## src/rtl/vga_rasterizer_pkg.sv

```systemverilog
// Shared types, framebuffer geometry and the constant row-offset helper
// for the framebuffer drawing engine.
package vga_rasterizer_pkg;

    localparam int FB_WIDTH  = 214;
    localparam int FB_HEIGHT = 160;
    localparam int A_WIDTH   = 16;
    localparam int D_WIDTH   = 3;
    localparam int C_WIDTH   = 8;

    localparam logic [C_WIDTH-1:0] X_MAX     = 8'(FB_WIDTH - 1);
    localparam logic [C_WIDTH-1:0] Y_MAX     = 8'(FB_HEIGHT - 1);
    localparam logic [C_WIDTH-1:0] FB_W_BITS = 8'(FB_WIDTH);

    typedef enum logic [1:0] {
        OP_NOP   = 2'b00,
        OP_POINT = 2'b01,
        OP_RECT  = 2'b10,
        OP_CLEAR = 2'b11
    } cmd_op_t;

    typedef enum logic [1:0] {
        ST_IDLE   = 2'b00,
        ST_DRAW   = 2'b01,
        ST_FINISH = 2'b10
    } state_t;

    // y * FB_WIDTH as a fixed shift-add sum over the set bits of the width
    function automatic logic [A_WIDTH-1:0] row_base_f(input logic [C_WIDTH-1:0] y);
        logic [A_WIDTH-1:0] acc;
        acc = {A_WIDTH{1'b0}};
        for (int i = 0; i < C_WIDTH; i++) begin
            if (FB_W_BITS[i]) begin
                acc = acc + (A_WIDTH'(y) << i);
            end else begin
                acc = acc;
            end
        end
        return acc;
    endfunction

endpackage

```

## src/rtl/vga_rasterizer_if.sv

```systemverilog
// Draw-command port: valid/ready handshake plus the command fields.
interface vga_rasterizer_if;
    import vga_rasterizer_pkg::*;

    logic                 cmd_valid;
    logic                 cmd_ready;
    cmd_op_t              cmd_op;
    logic [C_WIDTH-1:0]   cmd_x0;
    logic [C_WIDTH-1:0]   cmd_y0;
    logic [C_WIDTH-1:0]   cmd_x1;
    logic [C_WIDTH-1:0]   cmd_y1;
    logic [D_WIDTH-1:0]   cmd_color;

    modport master (
        output cmd_valid, cmd_op, cmd_x0, cmd_y0, cmd_x1, cmd_y1, cmd_color,
        input  cmd_ready
    );

    modport slave (
        input  cmd_valid, cmd_op, cmd_x0, cmd_y0, cmd_x1, cmd_y1, cmd_color,
        output cmd_ready
    );

endinterface

```

## src/rtl/vga_rasterizer.sv

```systemverilog
// Expands point / rectangle / clear commands into one clipped framebuffer
// write per clock in raster order, using incremental address generation.
module vga_rasterizer
    import vga_rasterizer_pkg::*;
(
    input  logic                 clk,
    input  logic                 n_rst_async,
    vga_rasterizer_if.slave      cmd_if,
    output logic [A_WIDTH-1:0]   fb_write_addr,
    output logic [D_WIDTH-1:0]   fb_write_data,
    output logic                 fb_write_en,
    output logic                 done
);

    state_t               state_q, state_d;
    logic [C_WIDTH-1:0]   x_q, x_d, y_q, y_d;
    logic [C_WIDTH-1:0]   x0_q, x0_d, x1_q, x1_d, y1_q, y1_d;
    logic [A_WIDTH-1:0]   row_base_q, row_base_d;
    logic [A_WIDTH-1:0]   fb_write_addr_q, fb_write_addr_d;
    logic [D_WIDTH-1:0]   fb_write_data_q, fb_write_data_d;
    logic                 fb_write_en_q, fb_write_en_d;
    logic                 done_q, done_d;
    logic                 cmd_ready_q, cmd_ready_d;

    logic [C_WIDTH-1:0]   nx0_s, ny0_s, nx1_s, ny1_s, cx1_s, cy1_s;
    logic                 nop_s, empty_s, last_s;
    logic [A_WIDTH-1:0]   first_base_s;

    // Command normalisation and clipping, evaluated against the live fields
    always_comb begin
        nx0_s = cmd_if.cmd_x0;
        ny0_s = cmd_if.cmd_y0;
        nx1_s = cmd_if.cmd_x1;
        ny1_s = cmd_if.cmd_y1;
        nop_s = 1'b0;
        case (cmd_if.cmd_op)
            OP_POINT: begin
                nx1_s = cmd_if.cmd_x0;
                ny1_s = cmd_if.cmd_y0;
            end
            OP_RECT: begin
                nop_s = 1'b0;
            end
            OP_CLEAR: begin
                nx0_s = 8'd0;
                ny0_s = 8'd0;
                nx1_s = X_MAX;
                ny1_s = Y_MAX;
            end
            OP_NOP:  nop_s = 1'b1;
            default: nop_s = 1'b1;
        endcase
        if (nx1_s > X_MAX) begin
            cx1_s = X_MAX;
        end else begin
            cx1_s = nx1_s;
        end
        if (ny1_s > Y_MAX) begin
            cy1_s = Y_MAX;
        end else begin
            cy1_s = ny1_s;
        end
        empty_s = nop_s || (nx0_s > X_MAX) || (ny0_s > Y_MAX)
                  || (nx0_s > cx1_s) || (ny0_s > cy1_s);
        first_base_s = row_base_f(ny0_s);
    end

    assign last_s = (x_q == x1_q) && (y_q == y1_q);

    // Next-state and registered-output logic
    always_comb begin
        state_d         = state_q;
        x_d             = x_q;
        y_d             = y_q;
        x0_d            = x0_q;
        x1_d            = x1_q;
        y1_d            = y1_q;
        row_base_d      = row_base_q;
        fb_write_addr_d = fb_write_addr_q;
        fb_write_data_d = fb_write_data_q;
        fb_write_en_d   = 1'b0;
        done_d          = 1'b0;
        cmd_ready_d     = cmd_ready_q;
        case (state_q)
            ST_IDLE: begin
                if (cmd_if.cmd_valid && empty_s) begin
                    state_d     = ST_FINISH;
                    done_d      = 1'b1;
                    cmd_ready_d = 1'b0;
                end else if (cmd_if.cmd_valid) begin
                    state_d         = ST_DRAW;
                    x_d             = nx0_s;
                    y_d             = ny0_s;
                    x0_d            = nx0_s;
                    x1_d            = cx1_s;
                    y1_d            = cy1_s;
                    row_base_d      = first_base_s;
                    fb_write_addr_d = first_base_s + A_WIDTH'(nx0_s);
                    fb_write_data_d = cmd_if.cmd_color;
                    fb_write_en_d   = 1'b1;
                    cmd_ready_d     = 1'b0;
                end else begin
                    cmd_ready_d = 1'b1;
                end
            end
            ST_DRAW: begin
                if (last_s) begin
                    state_d = ST_FINISH;
                    done_d  = 1'b1;
                end else if (x_q == x1_q) begin
                    // Wrap to the next row: step the row base rather than multiply
                    x_d             = x0_q;
                    y_d             = y_q + 8'd1;
                    row_base_d      = row_base_q + A_WIDTH'(FB_WIDTH);
                    fb_write_addr_d = row_base_q + A_WIDTH'(FB_WIDTH) + A_WIDTH'(x0_q);
                    fb_write_en_d   = 1'b1;
                end else begin
                    x_d             = x_q + 8'd1;
                    fb_write_addr_d = fb_write_addr_q + 16'd1;
                    fb_write_en_d   = 1'b1;
                end
            end
            ST_FINISH: begin
                state_d     = ST_IDLE;
                cmd_ready_d = 1'b1;
            end
            default: begin
                state_d     = ST_IDLE;
                cmd_ready_d = 1'b1;
            end
        endcase
    end

    // State and datapath registers
    always_ff @(posedge clk or negedge n_rst_async) begin
        if (!n_rst_async) begin
            state_q         <= ST_IDLE;
            x_q             <= 8'd0;
            y_q             <= 8'd0;
            x0_q            <= 8'd0;
            x1_q            <= 8'd0;
            y1_q            <= 8'd0;
            row_base_q      <= 16'd0;
            fb_write_addr_q <= 16'd0;
            fb_write_data_q <= 3'd0;
            fb_write_en_q   <= 1'b0;
            done_q          <= 1'b0;
            cmd_ready_q     <= 1'b1;
        end else begin
            state_q         <= state_d;
            x_q             <= x_d;
            y_q             <= y_d;
            x0_q            <= x0_d;
            x1_q            <= x1_d;
            y1_q            <= y1_d;
            row_base_q      <= row_base_d;
            fb_write_addr_q <= fb_write_addr_d;
            fb_write_data_q <= fb_write_data_d;
            fb_write_en_q   <= fb_write_en_d;
            done_q          <= done_d;
            cmd_ready_q     <= cmd_ready_d;
        end
    end

    assign cmd_if.cmd_ready = cmd_ready_q;
    assign fb_write_addr    = fb_write_addr_q;
    assign fb_write_data    = fb_write_data_q;
    assign fb_write_en      = fb_write_en_q;
    assign done             = done_q;

endmodule

```

## src/flat_wrapper.sv

```systemverilog
// flat-port wrapper written by rule: the top's interface ports become plain ports
module vga_rasterizer_flat import vga_rasterizer_pkg::*;
  (clk, n_rst_async, fb_write_addr, fb_write_data, fb_write_en, done, cmd_if_cmd_valid, cmd_if_cmd_op, cmd_if_cmd_x0, cmd_if_cmd_y0, cmd_if_cmd_x1, cmd_if_cmd_y1, cmd_if_cmd_color, cmd_if_cmd_ready);
  vga_rasterizer_if cmd_if_i ();
  input  logic clk;
  input  logic n_rst_async;
  output logic [A_WIDTH-1:0] fb_write_addr;
  output logic [D_WIDTH-1:0] fb_write_data;
  output logic fb_write_en;
  output logic done;
  input wire logic [$bits(cmd_if_i.cmd_valid)-1:0] cmd_if_cmd_valid;
  input wire logic [$bits(cmd_if_i.cmd_op)-1:0] cmd_if_cmd_op;
  input wire logic [$bits(cmd_if_i.cmd_x0)-1:0] cmd_if_cmd_x0;
  input wire logic [$bits(cmd_if_i.cmd_y0)-1:0] cmd_if_cmd_y0;
  input wire logic [$bits(cmd_if_i.cmd_x1)-1:0] cmd_if_cmd_x1;
  input wire logic [$bits(cmd_if_i.cmd_y1)-1:0] cmd_if_cmd_y1;
  input wire logic [$bits(cmd_if_i.cmd_color)-1:0] cmd_if_cmd_color;
  output wire logic [$bits(cmd_if_i.cmd_ready)-1:0] cmd_if_cmd_ready;
  assign cmd_if_i.cmd_valid = cmd_if_cmd_valid;
  assign cmd_if_i.cmd_op = cmd_if_cmd_op;
  assign cmd_if_i.cmd_x0 = cmd_if_cmd_x0;
  assign cmd_if_i.cmd_y0 = cmd_if_cmd_y0;
  assign cmd_if_i.cmd_x1 = cmd_if_cmd_x1;
  assign cmd_if_i.cmd_y1 = cmd_if_cmd_y1;
  assign cmd_if_i.cmd_color = cmd_if_cmd_color;
  assign cmd_if_cmd_ready = cmd_if_i.cmd_ready;
  vga_rasterizer u_core (.clk(clk), .n_rst_async(n_rst_async), .cmd_if(cmd_if_i), .fb_write_addr(fb_write_addr), .fb_write_data(fb_write_data), .fb_write_en(fb_write_en), .done(done));
endmodule
```

## config.mk

```make
export PLATFORM = sky130hd
export DESIGN_NAME = vga_rasterizer_flat
export DESIGN_NICKNAME = d
export VERILOG_FILES = /design/src/rtl/vga_rasterizer_pkg.sv /design/src/rtl/vga_rasterizer_if.sv /design/src/rtl/vga_rasterizer.sv /design/src/flat_wrapper.sv
export SDC_FILE = /design/constraint.sdc
export NUM_CORES = 1
export LEC_CHECK = 0
export CAP_MARGIN = 20
export CORE_MARGIN = 1.5
export CORE_UTILIZATION = 48
export CTS_CLUSTER_SIZE = 10
export DETAILED_ROUTE_END_ITERATION = 16
export PLACE_DENSITY = 0.68
export SYNTH_ARGS = -nofsm -noshare
export SYNTH_HDL_FRONTEND = slang
export SYNTH_SLANG_ARGS = --single-unit
```

## constraint.sdc

```tcl
create_clock -name clk -period 7.5 [get_ports clk]
set_input_delay 1.125 -clock clk [delete_from_list [all_inputs] [get_ports clk]]
set_output_delay 1.125 -clock clk [all_outputs]
set_load 0.02 [all_outputs]
```

==> flow_summary.json, run 1 <==
{
  "status": "finished, final reports clean",
  "yosysTopAreaCellShare": 0.271,
  "final_nets": 1037,
  "fin_crit_sh": 0.881,
  "dieWidth_um": 126,
  "drc": 0,
  "htreeDepth": 3,
  "end_kind": "flop",
  "setup_viol_count_final": 0,
  "worstSetupStartpoint": "cmd_if_cmd_y0[2]",
  "core_area_um2": 14600,
  "synth_commonest_cells": "nand2_1, dfrtp_1, nor2_1",
  "finalHoldViolCount": 0,
  "required_ns": 7.71,
  "cts_tree": "built",
  "maxCapViolCount": 0,
  "cts_resized": 0,
  "cts_buffer_depth": 2,
  "synth_cells": 895,
  "syn_nets": 997,
  "wire_per_inst_um": 16.3,
  "antenna_cells": 0,
  "gp_congestion": 0.883,
  "nFillCells": 1344,
  "hold_path.class": "reg2reg",
  "start_util": 0.495,
  "crit_fanout": 13,
  "fmax_mhz": 151,
  "overflow": 0,
  "numCtsBuffers": 9,
  "drv_slew": 0,
  "firstDrtPassIters": 5,
  "dieArea_um2": 15800,
  "crit_arrival_ns": 6.82,
  "grt_max_degree": 80,
  "synth_area_per_cell_um2": 8.06,
  "post_cts_buffers": 0,
  "wl_um": 18300,
  "ys_types": 73,
  "setup_tns_ns": 0,
  "clk_pin_slew_ns": 0.07,
  "port-buffer-count": 61,
  "via_count": 6424,
  "slew_headroom": 0.276,
  "synth.most_common_cell": "nand2_1",
  "multiInputGateArea_um2": 4900,
  "dp_hpwl_um": 13700,
  "drive_above_1_share": 0.0713,
  "vdd_drop_max_v": 0.000174,
  "rows": 44,
  "dp.cells": 1107,
  "async_flop_share": 1.00,
  "finalNonFillerCells": 1124,
  "start_kind": "input port",
  "rsz0062_at_grt": "false",
  "syn_to_final_growth_pct": 14.8,
  "total_power_mw": 3.27,
  "drt-initial-drc-count": 505,
  "fin_util": 0.568,
  "synth_warnings": 0,
  "antenna_left": 0,
  "synth_edf_count": 0,
  "synthFlopType": "dfrtp_1",
  "worstReg2RegStart": "u_core.x_q[2]",
  "worstHoldStart": "u_core.y1_q[2]",
  "netlist_area_um2": 7210,
  "ys_ff_latch": 79,
  "ff_latch_area_um2": 1980,
  "worst_pin_slew_ns": 1.08,
  "crit_type": "in2reg",
  "ys_seq_area_frac": 0.274,
  "die_y_um": 126,
  "avgViaCountPerCell": 5.72,
  "root_buffer": "clkbuf_16",
  "synth_area_leader_cell": "dfrtp_1",
  "first_global_vias": 6223,
  "fin_worst_skew_ns": 0.00515,
  "grtUsageTotal": 0.241,
  "grt_pass1_wl_um": 31300,
  "p_per_area_nw_per_um2": 395,
  "cts.sinks": 79,
  "hold_buffers": 0,
  "synth_area_leaders": "dfrtp_1, ha_1, nand2_1, xnor2_1, xor2_1",
  "period_minus_slack_ns": 6.60,
  "clk_latency_ns": 0.34,
  "antenna_found_initial": 0,
  "timing.hold.ws_ns": 0.497,
  "io_pins": 62,
  "p_leak_nw": 3.59
}
## cells by family (layout without fill, tap and decap cells)
group,Yosys count,in the layout,synth area share
AOI/OAI and AO/OA,251,251,0.219
adders and majority gates,64,64,0.117
buffers and inverters,80,125,0.0472
xor gates and xnor gates,90,90,0.109
and+or+nand+nor,308,308,0.200
DFF,79,79,0.274
muxes,23,23,0.0345
## state kept, by name (all words and copies together), names as in the netlist
signal                   flops
u_core.cmd_if.cmd_ready      1
u_core.done                  1
u_core.fb_write_addr        16
u_core.fb_write_data         3
u_core.fb_write_en           1
u_core.row_base_q           15
u_core.state_q               2
u_core.x0_q                  8
u_core.x1_q                  8
u_core.x_q                   8
u_core.y1_q                  8
u_core.y_q                   8
## area by class of cell
cell class,count,share of cell area
multi-input combinational,736,0.592
sequential,79,0.239
timing repair buffer,73,0.0867
clock buffer,10,0.0289
tap,184,0.0278
inverter,36,0.0163
clock inverter,6,0.00922
## metrics by stage
step / setup WS [ns] / cell area (µm²)
finish: 0.896 / 8280
global route: 0.383 / 8280
CTS: 0.906 / 8250
detailed placement: 0.585 / 7940
global placement: 0.785 / 7940
floorplan: 1.29 / 7210
## routing by layer
metal,global-route usage,share of wire,vias to the layer above
li1,-,-,3249
met1,0.348,0.50,3012
met2,0.387,0.45,143
met3,0.0231,0.036,20
met4,0.0628,0.014,0
met5,0,0,-
## critical path: stages
cell	delay, ns
clkdlybuf4s50_1	0.39
buf_4	0.17
a21bo_2	0.26
clkinv_1	0.22
xnor2_1	0.33
ha_1	0.33
o21a_1	0.14
o21ai_0	0.06
a21oi_1	0.19
o21ai_0	0.12
nand2_1	0.10
nand2_1	0.07
xnor2_1	0.17
maj3_1	0.38
fa_1	0.48
inv_1	0.04
ha_1	0.35
and3_1	0.19
a211oi_1	0.43
xnor2_1	0.25
nand4b_1	0.19
nor3b_1	0.37
nand3_1	0.15
xor2_1	0.19
o221ai_2	0.11
## placed cells by master (no fill, tap or decap), types with 6 or more instances in the layout
cell type,instances
nor3b_1,7
xor2_1,41
mux2i_1,8
nand4_1,11
o211ai_1,17
o21ai_0,69
a211oi_1,8
a31oi_1,19
mux2_2,15
nor3_1,7
a21oi_1,67
nor2b_1,11
a21o_1,11
and3_1,10
ha_1,56
nand3_1,23
nor4_1,6
inv_1,32
o22ai_1,10
and2_1,13
nand2_1,117
clkdlybuf4s50_1,60
nand2b_1,9
dfrtp_1,78
o21a_1,10
buf_4,12
nor2_1,78
xnor2_1,49
fa_1,6
clkbuf_16,9
## path summary, 6_finish.rpt
check                                                end  slack, ns  cells after the start
worst max-delay path            u_core.fb_write_addr[15]       0.90                     25
worst min-delay path                      u_core.y1_q[2]       0.50                      2
worst max register to register  u_core.fb_write_addr[14]       3.76                     10
worst min register to register            u_core.y1_q[2]       0.50                      2
max in group asynchronous        u_core.fb_write_addr[9]       6.29                      2
min in group asynchronous                 u_core.y1_q[3]       0.62                      1
## power breakdown
group / internal, mW / switching, mW
registers: 0.636 / 0.257
clock network: 0.272 / 0.194
logic: 0.842 / 1.07
total: 1.75 / 1.52
Power figures use the tool's default switching activity.
==> run 2: changes to the inputs <==
--- a/config.mk
+++ b/config.mk
@@ -8,9 +8,11 @@
 export CAP_MARGIN = 20
 export CORE_MARGIN = 1.5
 export CORE_UTILIZATION = 48
+export CTS_BUF_LIST = sky130_fd_sc_hd__clkbuf_2 sky130_fd_sc_hd__clkbuf_4 sky130_fd_sc_hd__clkbuf_8
 export CTS_CLUSTER_SIZE = 10
 export DETAILED_ROUTE_END_ITERATION = 16
 export PLACE_DENSITY = 0.68
+export SLEW_MARGIN = 20
 export SYNTH_ARGS = -nofsm -noshare
 export SYNTH_HDL_FRONTEND = slang
 export SYNTH_SLANG_ARGS = --single-unit
==> run 2 against run 1 <==
  * Largest cell class unchanged
  * Sequential power about the same
  * Final area is 1.5% lower
  * Hold slack improved by 0.0094 ns
  * Cell count hardly changed
  * Critical path depth stayed put
  * Setup slack better by 0.012 ns
  * Die area stayed put
==> flow_summary.json, run 2 (same netlist as run 1, synthesis figures left out) <==
{
  "slew_headroom": 0.326,
  "cts.sinks": 79,
  "dieArea_um2": 15800,
  "start_util": 0.495,
  "fin_crit_sh": 0.879,
  "vdd_drop_max_v": 0.000137,
  "hold_buffers": 0,
  "firstDrtPassIters": 5,
  "fmax_mhz": 152,
  "multiInputGateArea_um2": 4900,
  "crit_fanout": 13,
  "drc": 0,
  "clk_latency_ns": 0.37,
  "drv_slew": 0,
  "final_nets": 1036,
  "wire_per_inst_um": 16.2,
  "start_kind": "input port",
  "grt_pass1_wl_um": 31000,
  "required_ns": 7.76,
  "post_cts_buffers": 0,
  "core_area_um2": 14600,
  "first_global_vias": 6174,
  "period_minus_slack_ns": 6.59,
  "p_per_area_nw_per_um2": 386,
  "wl_um": 18200,
  "rows": 44,
  "setup_tns_ns": 0,
  "rr_worst_depth": 13,
  "ff_latch_area_um2": 1980,
  "syn_to_final_growth_pct": 13.0,
  "cts_resized": 0,
  "grtUsageTotal": 0.240,
  "htreeDepth": 3,
  "nFillCells": 1361,
  "dp.cells": 1107,
  "dp_hpwl_um": 13700,
  "setup_viol_count_final": 0,
  "maxCapViolCount": 0,
  "worst_pin_slew_ns": 1.00,
  "finalHoldViolCount": 0,
  "antenna_found_initial": 0,
  "final_common_cell": "nand2_1",
  "cts_buffer_depth": 2,
  "root_buffer": "clkbuf_8",
  "status": "finished, final reports clean",
  "finalNonFillerCells": 1123,
  "p_leak_nw": 3.53,
  "crit_arrival_ns": 6.86,
  "crit_type": "in2reg",
  "fin_worst_skew_ns": 0.00672,
  "antenna_left": 0,
  "clk_pin_slew_ns": 0.09,
  "via_count": 6396,
  "gp_congestion": 0.883,
  "io_pins": 62,
  "drive_above_1_share": 0.0703,
  "hold_path.class": "reg2reg",
  "avgViaCountPerCell": 5.70,
  "rsz0062_at_grt": "false",
  "antenna_cells": 0,
  "holdPathStages": 2,
  "end_kind": "flop",
  "dieWidth_um": 126,
  "grt_max_degree": 80,
  "largest_register_ffs": 16,
  "numCtsBuffers": 9,
  "port-buffer-count": 61,
  "cts_tree": "built",
  "drt-initial-drc-count": 471,
  "die_y_um": 126,
  "most-common-layout-cells": "nand2_1, nor2_1, dfrtp_1",
  "overflow": 0
}
run 2: critical path, cell delays in order:
cell	delay, ns
clkdlybuf4s50_1	0.39
buf_4	0.17
a21bo_2	0.26
clkinv_1	0.22
xnor2_1	0.33
ha_1	0.33
o21a_1	0.14
o21ai_0	0.06
a21oi_1	0.20
o21ai_0	0.12
nand2_1	0.10
nand2_1	0.07
xnor2_1	0.17
maj3_1	0.38
fa_1	0.48
inv_1	0.04
ha_1	0.35
and3_1	0.19
a211oi_1	0.43
xnor2_1	0.25
nand4b_1	0.19
nor3b_1	0.37
xnor2_1	0.17
a21oi_1	0.09
a22o_1	0.21
run 2: metal layers:
| layer | routed length [µm] | vias to the layer above | GRT usage | share of wire |
|---|---|---|---|---|
| li1 | - | 3235 | - | - |
| met1 | 9000 | 2970 | 0.348 | 0.50 |
| met2 | 8060 | 167 | 0.377 | 0.44 |
| met3 | 769 | 24 | 0.0265 | 0.042 |
| met4 | 339 | 0 | 0.0715 | 0.019 |
| met5 | 0 | - | 0 | 0 |
run 2: report_power, final:
part / switching, mW / internal (mW)
registers: 0.257 / 0.634
logic: 1.07 / 0.840
clock network: 0.182 / 0.168
run 2: path summary, 6_finish.rpt:
path                                            from                  endpoint  slack [ns]
min in group asynchronous                n_rst_async   u_core.fb_write_data[2]        0.79
worst max-delay path                cmd_if_cmd_y0[2]  u_core.fb_write_addr[13]        0.91
worst min register to register        u_core.y1_q[2]            u_core.y1_q[2]        0.51
max in group asynchronous                n_rst_async   u_core.fb_write_addr[6]        6.22
worst max register to register  u_core.row_base_q[1]  u_core.fb_write_addr[15]        3.80
worst min-delay path                  u_core.y1_q[2]            u_core.y1_q[2]        0.51
run 2: final cells by class:
cell class	instances	area share
Tap cell	184	0.0282
Multi-Input combinational cell	736	0.601
Clock inverter	6	0.00936
Clock buffer	10	0.0169
Inverter	36	0.0166
Timing Repair Buffer	72	0.0851
Sequential cell	79	0.243
run 2: through the flow:
stage / hold slack, ns / instance area (µm²) / utilization / setup WS [ns] / total power, mW
finish: 0.506 / 8160 / 0.559 / 0.908 / 3.15
global route: 0.534 / 8160 / 0.559 / 0.420 / 3.46
CTS: 0.510 / 8150 / 0.559 / 0.941 / 3.15
detailed placement: 0.490 / 7940 / 0.544 / 0.585 / 2.79
global placement: 0.488 / 7940 / 0.544 / 0.785 / 2.76
floorplan: 0.466 / 7210 / - / 1.29 / 2.30
==> run 3: changes to the inputs <==
--- a/config.mk
+++ b/config.mk
@@ -5,13 +5,12 @@
 export SDC_FILE = /design/constraint.sdc
 export NUM_CORES = 1
 export LEC_CHECK = 0
-export CAP_MARGIN = 20
 export CORE_MARGIN = 1.5
-export CORE_UTILIZATION = 48
+export CORE_UTILIZATION = 45
 export CTS_BUF_LIST = sky130_fd_sc_hd__clkbuf_2 sky130_fd_sc_hd__clkbuf_4 sky130_fd_sc_hd__clkbuf_8
 export CTS_CLUSTER_SIZE = 10
 export DETAILED_ROUTE_END_ITERATION = 16
-export PLACE_DENSITY = 0.68
+export HOLD_SLACK_MARGIN = 0.12
 export SLEW_MARGIN = 20
 export SYNTH_ARGS = -nofsm -noshare
 export SYNTH_HDL_FRONTEND = slang
==> run 3 against run 2 <==
  * Register-to-register slack better by 0.02 ns
  * Sequential share of layout area is 0.059 points lower
  * Via count down 1.9%
  * Core utilization fell by 4.1 points
  * Hold slack is essentially flat
  * Sequential power about the same
  * Routed wire length increased by 4.5%
  * Fmax shrank 1.3%
  * Combinational power hardly changed
==> flow_summary.json, run 3 (same netlist as run 1, synthesis figures left out) <==
{
  "crit_fanout": 13,
  "finish.instance_area_um2": 8180,
  "die_y_um": 130,
  "antenna_left": 0,
  "antenna_cells": 0,
  "fin_util": 0.518,
  "numCtsBuffers": 9,
  "timing.hold.ws_ns": 0.507,
  "hold_path.class": "reg2reg",
  "dieWidth_um": 130,
  "fin_crit_sh": 0.891,
  "cp_top_family": "compound AO/OA/AOI/OAI gates",
  "rsz0062_at_grt": "false",
  "cts_buffer_depth": 2,
  "cpPeakStageDelay_ns": 0.60,
  "pre_cts_ws_ns": 0.471,
  "wire_per_inst_um": 16.4,
  "setup_tns_ns": 0,
  "hold_buffers": 0,
  "place_area_um2": 7990,
  "most-common-layout-cells": "nand2_1, nor2_1, dfrtp_1",
  "cts.sinks": 79,
  "clk_pin_slew_ns": 0.09,
  "pwr-share-clk": 0.103,
  "via_count": 6276,
  "path_common_cell": "xnor2_1",
  "clk_latency_ns": 0.39,
  "syn_to_final_growth_pct": 13.3,
  "p_sw_frac": 0.486,
  "dp.cells": 1140,
  "crit_chain": "clkdlybuf4s50_1 -> a21bo_2 -> clkinv_1 -> xnor2_1 -> ha_1 -> o21a_1 -> o21ai_0 -> a21oi_1 -> o21ai_0 -> nand2_1 -> nand2_1 -> xnor2_1 -> maj3_1 -> fa_1 -> inv_1 -> ha_1 -> and3_1 -> a211oi_1 -> xnor2_1 -> nand4b_1 -> nor3b_1 -> xnor2_1 -> a21oi_1 -> a22o_1",
  "crit_type": "in2reg",
  "pwr-share-comb": 0.612,
  "core_area_um2": 15800,
  "avgViaCountPerCell": 5.43,
  "p_per_area_nw_per_um2": 383,
  "io_pins": 62,
  "total_power_mw": 3.13,
  "crit_arrival_ns": 6.96,
  "final_common_cell": "nand2_1",
  "p_int_mw": 1.61,
  "ff2ff_setup_slack_ns": 3.82,
  "finalWorstSetupSlack_ns": 0.820,
  "final_nets": 1037,
  "start_kind": "input port",
  "grtUsageTotal": 0.240,
  "p_leak_nw": 3.52,
  "worst_pin_slew_ns": 1.11,
  "fin_worst_skew_ns": 0.00879,
  "drc": 0,
  "cts_resized": 0,
  "period_minus_slack_ns": 6.68,
  "finalHoldViolCount": 0,
  "htreeDepth": 3,
  "status": "finished, final reports clean",
  "dieArea_um2": 16800,
  "drt-initial-drc-count": 381,
  "nFillCells": 1594,
  "port-buffer-count": 61,
  "drive_above_1_share": 0.0713,
  "largest_register_ffs": 16,
  "maxCapViolCount": 0,
  "firstDrtPassIters": 5,
  "pwr-share-seq": 0.285,
  "post_cts_buffers": 0,
  "setup_viol_count_final": 0,
  "wl_um": 19000,
  "critical-path-slowest-cell": "clkdlybuf4s50_1",
  "drv_slew": 0,
  "antenna_found_initial": 0,
  "slew_headroom": 0.253,
  "vdd_drop_max_v": 0.000182,
  "gp_congestion": 0.823,
  "start_util": 0.457,
  "finalNonFillerCells": 1156,
  "required_ns": 7.78,
  "first_global_vias": 6015,
  "worst-path-buf-inv": 3,
  "rows": 46,
  "end_kind": "flop",
  "grt_pass1_wl_um": 31300,
  "cts_tree": "built",
  "grt_max_degree": 54,
  "dp_hpwl_um": 14300,
  "overflow": 0,
  "root_buffer": "clkbuf_8",
  "fmax_mhz": 150,
  "p_switching_mw": 1.52
}
## run 3: path summary, 6_finish.rpt
check	start	end	depth (start not counted)
setup reg to reg	u_core.row_base_q[1]	u_core.fb_write_addr[15]	13
min in group asynchronous	n_rst_async	u_core.fb_write_addr[11]	1
hold reg to reg	u_core.x1_q[6]	u_core.x1_q[6]	2
max in group asynchronous	n_rst_async	u_core.cmd_if.cmd_ready	2
hold / removal	u_core.x1_q[6]	u_core.x1_q[6]	2
setup / recovery	cmd_if_cmd_y0[2]	u_core.fb_write_addr[13]	24
## run 3: worst reg2reg max path: stages (launching register included)
cell,delay [ns]
dfrtp_1,0.41
inv_1,0.16
ha_1,0.21
and2b_2,0.24
o22a_2,0.25
xnor2_1,0.17
ha_1,0.35
nand2_1,0.07
a21oi_1,0.35
o21ai_4,0.11
or4_4,0.52
or3_4,0.40
xor2_1,0.19
o221ai_2,0.11
## run 3: power groups by stage
stage	clock network, mW	registers (mW)	logic (mW)
after detailed placement	0	0.898	1.91
after floorplan	0	0.888	1.42
after global placement	0	0.894	1.90
after global routing	0.345	0.930	2.17
after CTS	0.328	0.890	1.92
final	0.322	0.893	1.91
## run 3: final cells by class
type                            instances  area [µm²]  share of cell area
Clock inverter                          6        52.6             0.00643
Sequential cell                        79        1980               0.242
Timing Repair Buffer                   73         698              0.0854
Inverter                               36         135              0.0165
Tap cell                              216         270              0.0331
Clock buffer                           10         138              0.0168
Multi-Input combinational cell        736        4900               0.600
## run 3: per-layer routing
layer / routed length [µm] / track usage
met1: 9510 / 0.341
met4: 444 / 0.0882
met5: 0 / 0
met3: 689 / 0.0343
met2: 8340 / 0.371
